**src/rtl/muldiv_seq.sv**
```systemverilog
// ---------------------------------------------------------------------------
// muldiv_seq -- iterative RV32M multiply/divide sequencer.
//
// One operation in flight at a time. A shared 32-step datapath does
// shift-add multiplication and restoring division on operand magnitudes.
// Signs are applied at the end of the run.
//
// Ports
//   clk, rst_n     : rising-edge clock, asynchronous active-low reset
//   req_valid/ready: request handshake (ready only in IDLE)
//   req_op         : funct3 (MUL, MULH, MULHSU, MULHU, DIV, DIVU, REM, REMU)
//   req_a, req_b   : rs1 / rs2 values
//   req_rd         : destination register tag
//   resp_valid/ready: response handshake
//   resp_data      : 32-bit result
//   resp_rd        : tag for resp_data
//   busy           : high while CALC or DONE (stalls the pipeline)
//   flush          : abort any operation; no response is produced
// ---------------------------------------------------------------------------
module muldiv_seq (
    input  logic        clk,
    input  logic        rst_n,
    input  logic        req_valid,
    output logic        req_ready,
    input  logic [2:0]  req_op,
    input  logic [31:0] req_a,
    input  logic [31:0] req_b,
    input  logic [4:0]  req_rd,
    output logic        resp_valid,
    input  logic        resp_ready,
    output logic [31:0] resp_data,
    output logic [4:0]  resp_rd,
    output logic        busy,
    input  logic        flush
);

    typedef enum logic [1:0] {IDLE, CALC, DONE} state_t;

    state_t      state, state_nxt;

    logic [2:0]  op_q;
    logic        neg_a, neg_b;   // latched operand signs (signed operands only)
    logic [4:0]  count;
    logic [31:0] hi, lo;         // {hi, lo}: accumulator/multiplier or {rem, quo}
    logic [31:0] opnd;           // multiplicand or divisor magnitude

    // ---------------- accept-time decode ----------------
    logic        accept;
    logic        a_signed, b_signed, a_neg_in, b_neg_in;
    logic [31:0] a_mag, b_mag;
    logic        div_zero, div_ovf, special;
    logic [31:0] special_res;

    assign accept   = req_valid && req_ready && !flush;

    // MULH, MULHSU, DIV, REM treat rs1 as signed; MULH, DIV, REM treat rs2 as signed.
    assign a_signed = (req_op == 3'b001) || (req_op == 3'b010) ||
                      (req_op == 3'b100) || (req_op == 3'b110);
    assign b_signed = (req_op == 3'b001) || (req_op == 3'b100) || (req_op == 3'b110);
    assign a_neg_in = a_signed && req_a[31];
    assign b_neg_in = b_signed && req_b[31];
    assign a_mag    = a_neg_in ? (32'd0 - req_a) : req_a;
    assign b_mag    = b_neg_in ? (32'd0 - req_b) : req_b;

    assign div_zero = req_op[2] && (req_b == 32'd0);
    assign div_ovf  = req_op[2] && !req_op[0] &&
                      (req_a == 32'h8000_0000) && (req_b == 32'hFFFF_FFFF);
    assign special  = div_zero || div_ovf;

    // req_op[1] distinguishes REM/REMU from DIV/DIVU within the divide group.
    always_comb begin
        special_res = 32'd0;
        if (div_zero)
            special_res = req_op[1] ? req_a : 32'hFFFF_FFFF;
        else if (div_ovf)
            special_res = req_op[1] ? 32'd0 : 32'h8000_0000;
    end

    // ---------------- one datapath step ----------------
    logic [32:0] mul_sum;
    logic [32:0] rem_sh, diff;
    logic [31:0] step_hi, step_lo;

    // Multiply: conditional add into the upper half, then shift the whole
    // 64-bit accumulator right; the carry drops into bit 63.
    assign mul_sum = {1'b0, hi} + (lo[0] ? {1'b0, opnd} : 33'd0);

    // Divide: shift {rem, quo} left, trial-subtract; borrow means restore.
    assign rem_sh  = {hi, lo[31]};
    assign diff    = rem_sh - {1'b0, opnd};

    always_comb begin
        if (op_q[2]) begin
            step_hi = diff[32] ? rem_sh[31:0] : diff[31:0];
            step_lo = {lo[30:0], ~diff[32]};
        end else begin
            step_hi = mul_sum[32:1];
            step_lo = {mul_sum[0], lo[31:1]};
        end
    end

    // ---------------- sign fix-up and result select ----------------
    logic [63:0] prod, prod_fix;
    logic [31:0] quo_fix, rem_fix, result;

    assign prod     = {step_hi, step_lo};
    assign prod_fix = (neg_a ^ neg_b) ? (64'd0 - prod) : prod;
    assign quo_fix  = (neg_a ^ neg_b) ? (32'd0 - step_lo) : step_lo;
    assign rem_fix  = neg_a ? (32'd0 - step_hi) : step_hi;

    always_comb begin
        case (op_q)
            3'b000:                 result = prod_fix[31:0];
            3'b001, 3'b010, 3'b011: result = prod_fix[63:32];
            3'b100, 3'b101:         result = quo_fix;
            default:                result = rem_fix;
        endcase
    end

    // ---------------- FSM ----------------
    always_ff @(posedge clk or negedge rst_n) begin
        if (!rst_n) state <= IDLE;
        else        state <= state_nxt;
    end

    always_comb begin
        state_nxt = state;
        case (state)
            IDLE:    if (accept) state_nxt = special ? DONE : CALC;
            CALC:    if (count == 5'd0) state_nxt = DONE;
            DONE:    if (resp_ready) state_nxt = IDLE;
            default: state_nxt = IDLE;
        endcase
        // flush overrides everything, including a DONE handshake
        if (flush) state_nxt = IDLE;
    end

    // ---------------- datapath registers ----------------
    always_ff @(posedge clk or negedge rst_n) begin
        if (!rst_n) begin
            op_q      <= 3'd0;
            neg_a     <= 1'b0;
            neg_b     <= 1'b0;
            count     <= 5'd0;
            hi        <= 32'd0;
            lo        <= 32'd0;
            opnd      <= 32'd0;
            resp_data <= 32'd0;
            resp_rd   <= 5'd0;
        end else if (state == IDLE && accept) begin
            op_q    <= req_op;
            neg_a   <= a_neg_in;
            neg_b   <= b_neg_in;
            resp_rd <= req_rd;
            hi      <= 32'd0;
            // multiply: lo holds the multiplier; divide: lo holds the dividend
            lo      <= req_op[2] ? a_mag : b_mag;
            opnd    <= req_op[2] ? b_mag : a_mag;
            if (special) begin
                resp_data <= special_res;
                count     <= 5'd0;
            end else begin
                count     <= 5'd31;
            end
        end else if (state == CALC && !flush) begin
            hi <= step_hi;
            lo <= step_lo;
            if (count == 5'd0) resp_data <= result;
            else               count     <= count - 5'd1;
        end
    end

    // ---------------- outputs ----------------
    assign req_ready  = rst_n && (state == IDLE);
    assign resp_valid = (state == DONE);
    assign busy       = (state != IDLE);

endmodule

```
**config.mk**
```make
export PLATFORM = sky130hd
export DESIGN_NAME = muldiv_seq
export DESIGN_NICKNAME = d
export VERILOG_FILES = /design/src/rtl/muldiv_seq.sv
export SDC_FILE = /design/constraint.sdc
export NUM_CORES = 1
export LEC_CHECK = 0
export ABC_CLOCK_PERIOD_IN_PS = 6700
export BUFFER_PORTS_ARGS = -buffer_cell sky130_fd_sc_hd__buf_2
export CORE_ASPECT_RATIO = 1.5
export CORE_MARGIN = 1.5
export CORE_UTILIZATION = 40
export CTS_BUF_LIST = sky130_fd_sc_hd__clkbuf_8
export CTS_CLUSTER_SIZE = 8
export DETAILED_ROUTE_END_ITERATION = 7
export PLACE_DENSITY = 0.57
export SLEW_MARGIN = 20
export SYNTH_ARGS = -nofsm -noshare
export SYNTH_HDL_FRONTEND = slang
export SYNTH_SLANG_ARGS = --single-unit
```
**constraint.sdc**
```tcl
create_clock -name clk -period 6.7 [get_ports clk]
set_clock_uncertainty 0.1 [all_clocks]
set_input_delay 0.67 -clock clk [delete_from_list [all_inputs] [get_ports clk]]
set_output_delay 0.67 -clock clk [all_outputs]
set_load 0.05 [all_outputs]
```
==> results.py, run 1 <==
metrics = {
    "synthesis": {
        "ys.flop_type": "dfrtp_1",
        "yosysUniqueCellTypes": 85,
        "avgSynthCellArea_um2": 7.191,
        "ys_seq_area_share_pct": 22.69,
        "synth_warnings": 0,
        "netlist.top_cell.by_area": "dfrtp_1",
        "netlist_top_cells_area": "dfrtp_1 (23%), o21ai_0 (7.5%), nand2_1 (6.7%)",
        "syn_nets": 2374,
        "synth_top_area_share_pct": 22.69,
        "ys_async_sr_fraction_pct": 100.0,
        "synthCells": 2224,
        "ys_ff_latch": 145,
        "syn-cell-area_um2": 15990,
        "synth-edff-count": 0,
    },
    "clock_network": {
        "clock_tree.root_cell": "clkbuf_8",
        "cts_setup_buffers": 0,
        "clockBufferDepth": 2,
        "numCtsBuffers": 17,
        "clk_pin_slew_ns": 0.09,
        "cts_tree": "done",
        "ctsResizeCount": 0,
        "insertion_delay_ns": 0.51,
        "cts_sinks": 145,
        "h-tree-depth": 4,
    },
    "timing": {
        "slew_violations": 0,
        "finalHoldViolations": 0,
        "final.setup.tns_ns": 0,
        "min_period_ns": 6.208,
        "relSlewSlack_pct": 25.87,
        "clock.fmax_mhz": 161.1,
        "worstMarginPinSlew_ns": 1.112,
        "fin_crit_sh_pct": 92.66,
        "rsz0062_at_grt": "false",
        "finalSetupViolCount": 0,
    },
    "drt": {
        "vias_per_cell": 6.272,
        "detail_route.wl_per_cell_um": 24.96,
        "drt_iter0_drc": 1361,
        "drc_errors": 0,
        "m1WireLength_um": 26560,
        "highest_layer": "met4",
        "met3WireLength_um": 3531,
        "vias": 17540,
        "detail-route-antenna-nets": 0,
        "wl_um": 69810,
        "wl_met2_um": 34770,
        "first_pass_iters": 6,
    },
    "pwr": {
        "ir_drop_v": 0.0001768,
        "p_total_w": 0.008357,
        "powerDensity_nw_per_um2": 474.3,
        "leakagePower_nw": 7.396,
    },
    "critical_path": {
        "worstSetupPathType": "reg2reg",
        "r2r-end": "resp_data[26]$_DFFE_PN0P_",
        "slowest_delay_ns": 0.70,
        "critical_path.max_fanout": 13,
        "worstSetupEndpointType": "flop",
        "crit_required_ns": 6.93,
        "start_kind": "flop",
        "crit_arrival_ns": 6.44,
        "rrSetupSlack_ns": 0.49,
        "reg2reg_depth": 16,
        "worstPathCellList": "and2_1 -> ha_1 -> fa_1 -> a21o_1 -> a221o_1 -> a221oi_2 -> o211a_1 -> nor3_1 -> a2111oi_0 -> a311oi_1 -> a2111oi_0 -> nand4_1 -> o41ai_1 -> xnor2_1 -> a221oi_2 -> a311oi_1",
        "reg2reg_from": "lo[0]$_DFFE_PN0P_",
        "crit_slowest_cell": "a2111oi_0",
    },
    "min_path": {
        "hold_class": "in2reg",
        "hp-start": "req_rd[0]",
        "hold_end": "resp_rd[0]$_DFFE_PN0P_",
        "hold_path_depth": 3,
    },
    "global_route": {
        "gr-total-overflow": 0,
        "grt_pass1_wl_um": 104300,
        "grt_usage_pct": 33.65,
        "antenna_found_initial": 2,
        "grt_max_degree": 95,
        "grt_pass1_vias": 16850,
    },
    "floorplanning": {
        "start_util_pct": 40.57,
        "die_area_um2": 41220,
        "num_rows": 89,
        "die_h_um": 247.9,
        "core_um2": 39420,
        "io_pins": 117,
        "fp.dieW_um": 166.3,
    },
    "place": {
        "gp_congestion": 1.045,
        "portBuffers": 116,
        "placed_area_um2": 17160,
        "placedCellCount": 2764,
        "dp_hpwl_um": 55600,
    },
    "final_layout": {
        "final_cells": 2797,
        "fin_nets": 2434,
        "area_growth_syn_to_layout_pct": 10.18,
        "utilization_pct": 44.70,
        "stdcell_area_um2": 17620,
        "drive_gt1_share_pct": 10.67,
    },
    "flow_run": {
        "cap_violations": 0,
    },
    "status": {
        "status": "complete, no violations",
    },
}
## critical path, delay by kind of cell (launching register included)
family	cells	cell delay (ns)
compound gates	10	3.84
flops	1	0.56
simple gates	3	0.70
fa+ha+maj	2	0.67
xor+xnor	1	0.14
## worst max path at each step
stage,startpoint,endpoint,slack [ns],cells after the start
finish,lo[0]$_DFFE_PN0P_,resp_data[26]$_DFFE_PN0P_,0.49,16
global placement,lo[0]$_DFFE_PN0P_,resp_data[26]$_DFFE_PN0P_,0.64,16
detailed placement,lo[31]$_DFFE_PN0P_,resp_data[30]$_DFFE_PN0P_,0.70,23
global route,lo[31]$_DFFE_PN0P_,resp_data[24]$_DFFE_PN0P_,0.17,24
floorplan,lo[31]$_DFFE_PN0P_,resp_data[26]$_DFFE_PN0P_,0.94,23
CTS,lo[31]$_DFFE_PN0P_,resp_data[30]$_DFFE_PN0P_,0.64,23
## sequential cells by signal, indices dropped and copies added, names as in the netlist
register	flops
hi	32
lo	32
neg_b	1
op_q	3
state	2
neg_a	1
count	5
resp_rd	5
opnd	32
resp_data	32
## power by group
group          switching (W)  internal (W)
Clock               0.000383      0.000442
Combinational        0.00398       0.00209
Sequential          0.000345       0.00111
Total                0.00471       0.00365
## cell families after synthesis
family / count (synthesis) / share of synthesized area [%]
and+or+nand+nor: 797 / 23.14
buffers and inverters: 204 / 4.827
DFF: 145 / 22.69
muxes: 47 / 3.020
xor gates and xnor gates: 189 / 10.35
AOI/OAI and AO/OA: 769 / 30.17
adders and majority gates: 73 / 5.805
## synth_stat cells, types with 6 or more instances
| cell type | instances |
|---|---|
| clkbuf_1 | 109 |
| nor3_1 | 70 |
| nand3_1 | 62 |
| a21o_1 | 24 |
| and3_1 | 13 |
| o22ai_1 | 8 |
| a311oi_1 | 13 |
| a21boi_0 | 6 |
| o31ai_1 | 23 |
| mux2_2 | 7 |
| inv_1 | 74 |
| o41ai_1 | 11 |
| nand2_1 | 285 |
| nand2b_1 | 12 |
| and2_1 | 43 |
| o221ai_1 | 11 |
| o211a_1 | 7 |
| nand3b_1 | 7 |
| o31a_1 | 7 |
| a221oi_1 | 12 |
| xor2_1 | 82 |
| nor4_1 | 22 |
| o211ai_1 | 73 |
| o21a_1 | 8 |
| nand4_1 | 29 |
| or2_2 | 9 |
| ha_1 | 71 |
| a31oi_1 | 35 |
| o21ai_0 | 239 |
| buf_1 | 15 |
| a211oi_1 | 16 |
| nor2b_1 | 8 |
| dfrtp_1 | 145 |
| o21bai_1 | 10 |
| nor2_1 | 194 |
| or3_1 | 18 |
| xnor2_1 | 107 |
| a21oi_1 | 194 |
| a22oi_1 | 7 |
| mux2i_1 | 39 |
| o21ai_1 | 11 |
## cell type report
type,instances,area [um^2]
tap,500,625.6
inverter,75,281.5
multi-input combinational,1875,11640
clock buffer,21,289.0
timing repair buffer,170,994.7
sequential,145,3632
clock inverter,10,158.9
fill,4174,21800
antenna,1,2.502
## what timing repair did
| item | CTS | global route |
|---|---|---|
| setup endpoints to repair | 0 | 0 |
| hold buffers | 1 | 0 |
| endpoints found under the hold margin | 10 | 0 |
## cells in the final DEF, fill, tap and decap left out, types with 11 or more instances in the layout
cell type / instances
nand2_1: 285
o21ai_0: 238
a21oi_1: 194
nor2_1: 193
dfrtp_1: 144
buf_2: 115
xnor2_1: 106
xor2_1: 81
inv_1: 76
o211ai_1: 73
ha_1: 71
nor3_1: 70
nand3_1: 62
buf_4: 53
and2_1: 43
mux2i_1: 39
a31oi_1: 35
nand4_1: 29
a21o_1: 24
o31ai_1: 23
nor4_1: 22
clkbuf_8: 21
or3_1: 18
a211oi_1: 16
and3_1: 13
a311oi_1: 13
nand2b_1: 12
a221oi_1: 12
o21ai_1: 11
o221ai_1: 11
o41ai_1: 11
## layer usage
layer | GRT usage, % | vias up
li1 | - | 8227
met1 | 37.38 | 8466
met2 | 60.64 | 669
met3 | 3.939 | 182
met4 | 22.89 | 0
met5 | 0 | -
## per-stage QoR
stage	hold WS [ns]	setup slack, ns
4_1_cts	0.2241	0.6426
3_3_place_gp	0.3554	0.6392
2_1_floorplan	0.2744	0.9408
5_1_grt	0.2355	0.1663
6_report	0.2444	0.4918
3_5_place_dp	0.3678	0.6991
Power figures use the tool's default switching activity.
==> run 2: changes to the inputs <==
MAX_ROUTING_LAYER = met4   (was not set)
SLEW_MARGIN = not set   (was 20)
==> run 2 against run 1 <==
Compared with the run above:
- setup slack improved by 0.27 ns
- first-iteration DRC count increased by 0.22%
- critical path depth increased by 4
- sequential share of layout area increased by 0.063 points
- non-clock buffer count increased by 2
- power decreased by 1.1%
- sequential power about the same
- via count increased by 0.25%
- fmax increased by 4.5%
==> results.py, run 2 (synthesis results as in run 1) <==
metrics = {
    "timing": {
        "worstMarginPinSlew_ns": 1.065,
        "min_period_ns": 5.941,
        "clock.fmax_mhz": 168.3,
        "rsz0062_at_grt": "false",
        "slew_violations": 0,
        "finalHoldViolations": 0,
        "final.setup.tns_ns": 0,
        "fin_crit_sh_pct": 88.67,
        "finalSetupViolCount": 0,
        "relSlewSlack_pct": 28.96,
    },
    "drt": {
        "vias": 17590,
        "first_pass_iters": 8,
        "detail-route-antenna-nets": 0,
        "drt_iter0_drc": 1364,
        "detail_route.wl_per_cell_um": 24.89,
        "wl_um": 69690,
        "vias_per_cell": 6.281,
        "drc_errors": 0,
    },
    "clock_network": {
        "cts_setup_buffers": 0,
        "h-tree-depth": 4,
        "cts_hold_buf": 1,
        "clk_pin_slew_ns": 0.10,
        "clockBufferDepth": 2,
        "ctsResizeCount": 0,
        "cts_tree": "done",
        "cts_sinks": 145,
        "clock_tree.root_cell": "clkbuf_8",
        "insertion_delay_ns": 0.51,
        "numCtsBuffers": 17,
    },
    "pwr": {
        "powerDensity_nw_per_um2": 470.4,
        "swShare_pct": 57.39,
        "ir_drop_v": 0.0001664,
        "p_switching_w": 0.004742,
        "pwr-share-seq_pct": 18.0,
        "combPwrFrac_pct": 73.4,
        "leakagePower_nw": 7.371,
        "intPower_w": 0.003521,
        "p_clk_share_pct": 8.6,
    },
    "global_route": {
        "antenna_found_initial": 2,
        "gr-total-overflow": 0,
        "grt_usage_pct": 34.85,
        "grt_pass1_wl_um": 105000,
        "grt_pass1_vias": 17000,
        "grt_max_degree": 95,
    },
    "critical_path": {
        "crit_slowest_cell": "or3b_2",
        "worstPathCellList": "ha_1 -> nand2_1 -> o21ai_1 -> o21ai_1 -> o21ai_1 -> o21ai_4 -> nand2_1 -> nor2_1 -> a21oi_1 -> ha_1 -> o21ai_0 -> or3b_2 -> or2_2 -> nor4_1 -> buf_4 -> nand4b_1 -> o41ai_1 -> xor2_1 -> o221ai_1 -> nand3_1",
        "start_kind": "flop",
        "cp_common_cell": "o21ai_1",
        "rrSetupSlack_ns": 0.76,
        "critical_path.max_fanout": 18,
        "reg2reg_depth": 20,
        "crit_required_ns": 6.98,
        "reg2reg_from": "hi[25]$_DFFE_PN0P_",
        "worstSetupEndpointType": "flop",
        "critPathTopFamily": "compound AO/OA/AOI/OAI gates",
        "slowest_delay_ns": 0.52,
        "cp_num_buf_inv": 1,
        "worstSetupPathType": "reg2reg",
        "r2r-end": "resp_data[30]$_DFFE_PN0P_",
        "crit_arrival_ns": 6.22,
    },
    "min_path": {
        "hp-start": "req_rd[4]",
        "hold_class": "in2reg",
        "hold_path_depth": 3,
        "hold_end": "resp_rd[4]$_DFFE_PN0P_",
    },
    "floorplanning": {
        "die_area_um2": 41220,
        "fp.dieW_um": 166.3,
        "die_h_um": 247.9,
        "io_pins": 117,
        "num_rows": 89,
        "start_util_pct": 40.57,
        "core_um2": 39420,
    },
    "final_layout": {
        "fin_nets": 2436,
        "area_growth_syn_to_layout_pct": 9.842,
        "mostFrequentLayoutCells": "nand2_1 (285), o21ai_0 (238), a21oi_1 (194), nor2_1 (193), dfrtp_1 (144)",
        "final_cells": 2800,
        "drive_gt1_share_pct": 10.83,
        "final_common_cell": "nand2_1",
        "nFillCells": 4197,
    },
    "place": {
        "dp_hpwl_um": 55370,
        "gp_congestion": 1.060,
        "placedCellCount": 2766,
        "portBuffers": 116,
    },
    "status": {
        "status": "complete, no violations",
    },
    "flow_run": {
        "cap_violations": 0,
    },
}
==> run 2: cell count changes in the layout (fill, tap and decap cells not counted), sizes merged <==
| cell | before | now |
|---|---|---|
| clkinv | 1 | 6 |
| bufinv | 4 | 1 |
| clkbuf | 21 | 18 |
| buf | 169 | 171 |
| inv | 77 | 79 |
==> run 2: per-layer routing <==
metal | global-route usage [%] | vias up | share of wire, %
li1 | - | 8237 | -
met2 | 59.54 | 693 | 49
met1 | 37.83 | 8439 | 38
met5 | - | - | 0
met3 | 4.242 | 219 | 5.5
met4 | 24.89 | 0 | 7.9
==> run 2: worst register-to-register path: cells and delay by family, from the launching register on <==
kind                       cells  cell delay, ns
AOI/OAI and AO/OA              8            2.28
xor gates and xnor gates       1            0.11
DFF                            1            0.43
and+or+nand+nor                8            1.97
adders and majority gates      2            0.69
buffers and inverters          1            0.22
==> run 2: final cells by class <==
class | count | area [um^2] | share of cell area, %
antenna | 1 | 2.502 | 0.01425
timing repair buffer | 172 | 1010 | 5.748
sequential | 145 | 3632 | 20.68
multi-input combinational | 1875 | 11640 | 66.24
clock inverter | 14 | 131.4 | 0.7479
clock buffer | 18 | 247.7 | 1.410
inverter | 75 | 281.5 | 1.603
tap | 500 | 625.6 | 3.561
==> run 2: through the flow <==
stage	util [%]	power, W	hold WS, ns	setup slack [ns]	cell area [um^2]
after floorplan	-	0.005484	0.2744	0.9408	15990
after global placement	43.57	0.007376	0.3542	1.001	17180
after detailed placement	43.57	0.007384	0.3676	0.9142	17180
after CTS	44.56	0.008139	0.2123	0.8635	17560
after global routing	44.56	0.008841	0.2284	0.4450	17570
final	44.56	0.008264	0.2426	0.7589	17570
==> run 2: power by group through the flow <==
| stage | clock (W) | combinational, W | sequential (W) |
|---|---|---|---|
| global placement | 0 | 0.00588 | 0.00149 |
| floorplan | 0 | 0.00409 | 0.00139 |
| global route | 0.000759 | 0.00656 | 0.00153 |
| detailed placement | 0 | 0.00589 | 0.00150 |
| finish | 0.000711 | 0.00606 | 0.00149 |
| CTS | 0.000723 | 0.00594 | 0.00148 |
==> run 2: how the worst max path moves through the flow <==
| stage | cells after the start | startpoint | endpoint | slack, ns |
|---|---|---|---|---|
| after detailed placement | 20 | hi[25]$_DFFE_PN0P_ | resp_data[30]$_DFFE_PN0P_ | 0.91 |
| after global routing | 16 | lo[0]$_DFFE_PN0P_ | resp_data[26]$_DFFE_PN0P_ | 0.45 |
| after global placement | 20 | hi[25]$_DFFE_PN0P_ | resp_data[30]$_DFFE_PN0P_ | 1.00 |
| after CTS | 20 | hi[25]$_DFFE_PN0P_ | resp_data[30]$_DFFE_PN0P_ | 0.86 |
| after floorplan | 23 | lo[31]$_DFFE_PN0P_ | resp_data[26]$_DFFE_PN0P_ | 0.94 |
| final | 20 | hi[25]$_DFFE_PN0P_ | resp_data[30]$_DFFE_PN0P_ | 0.76 |
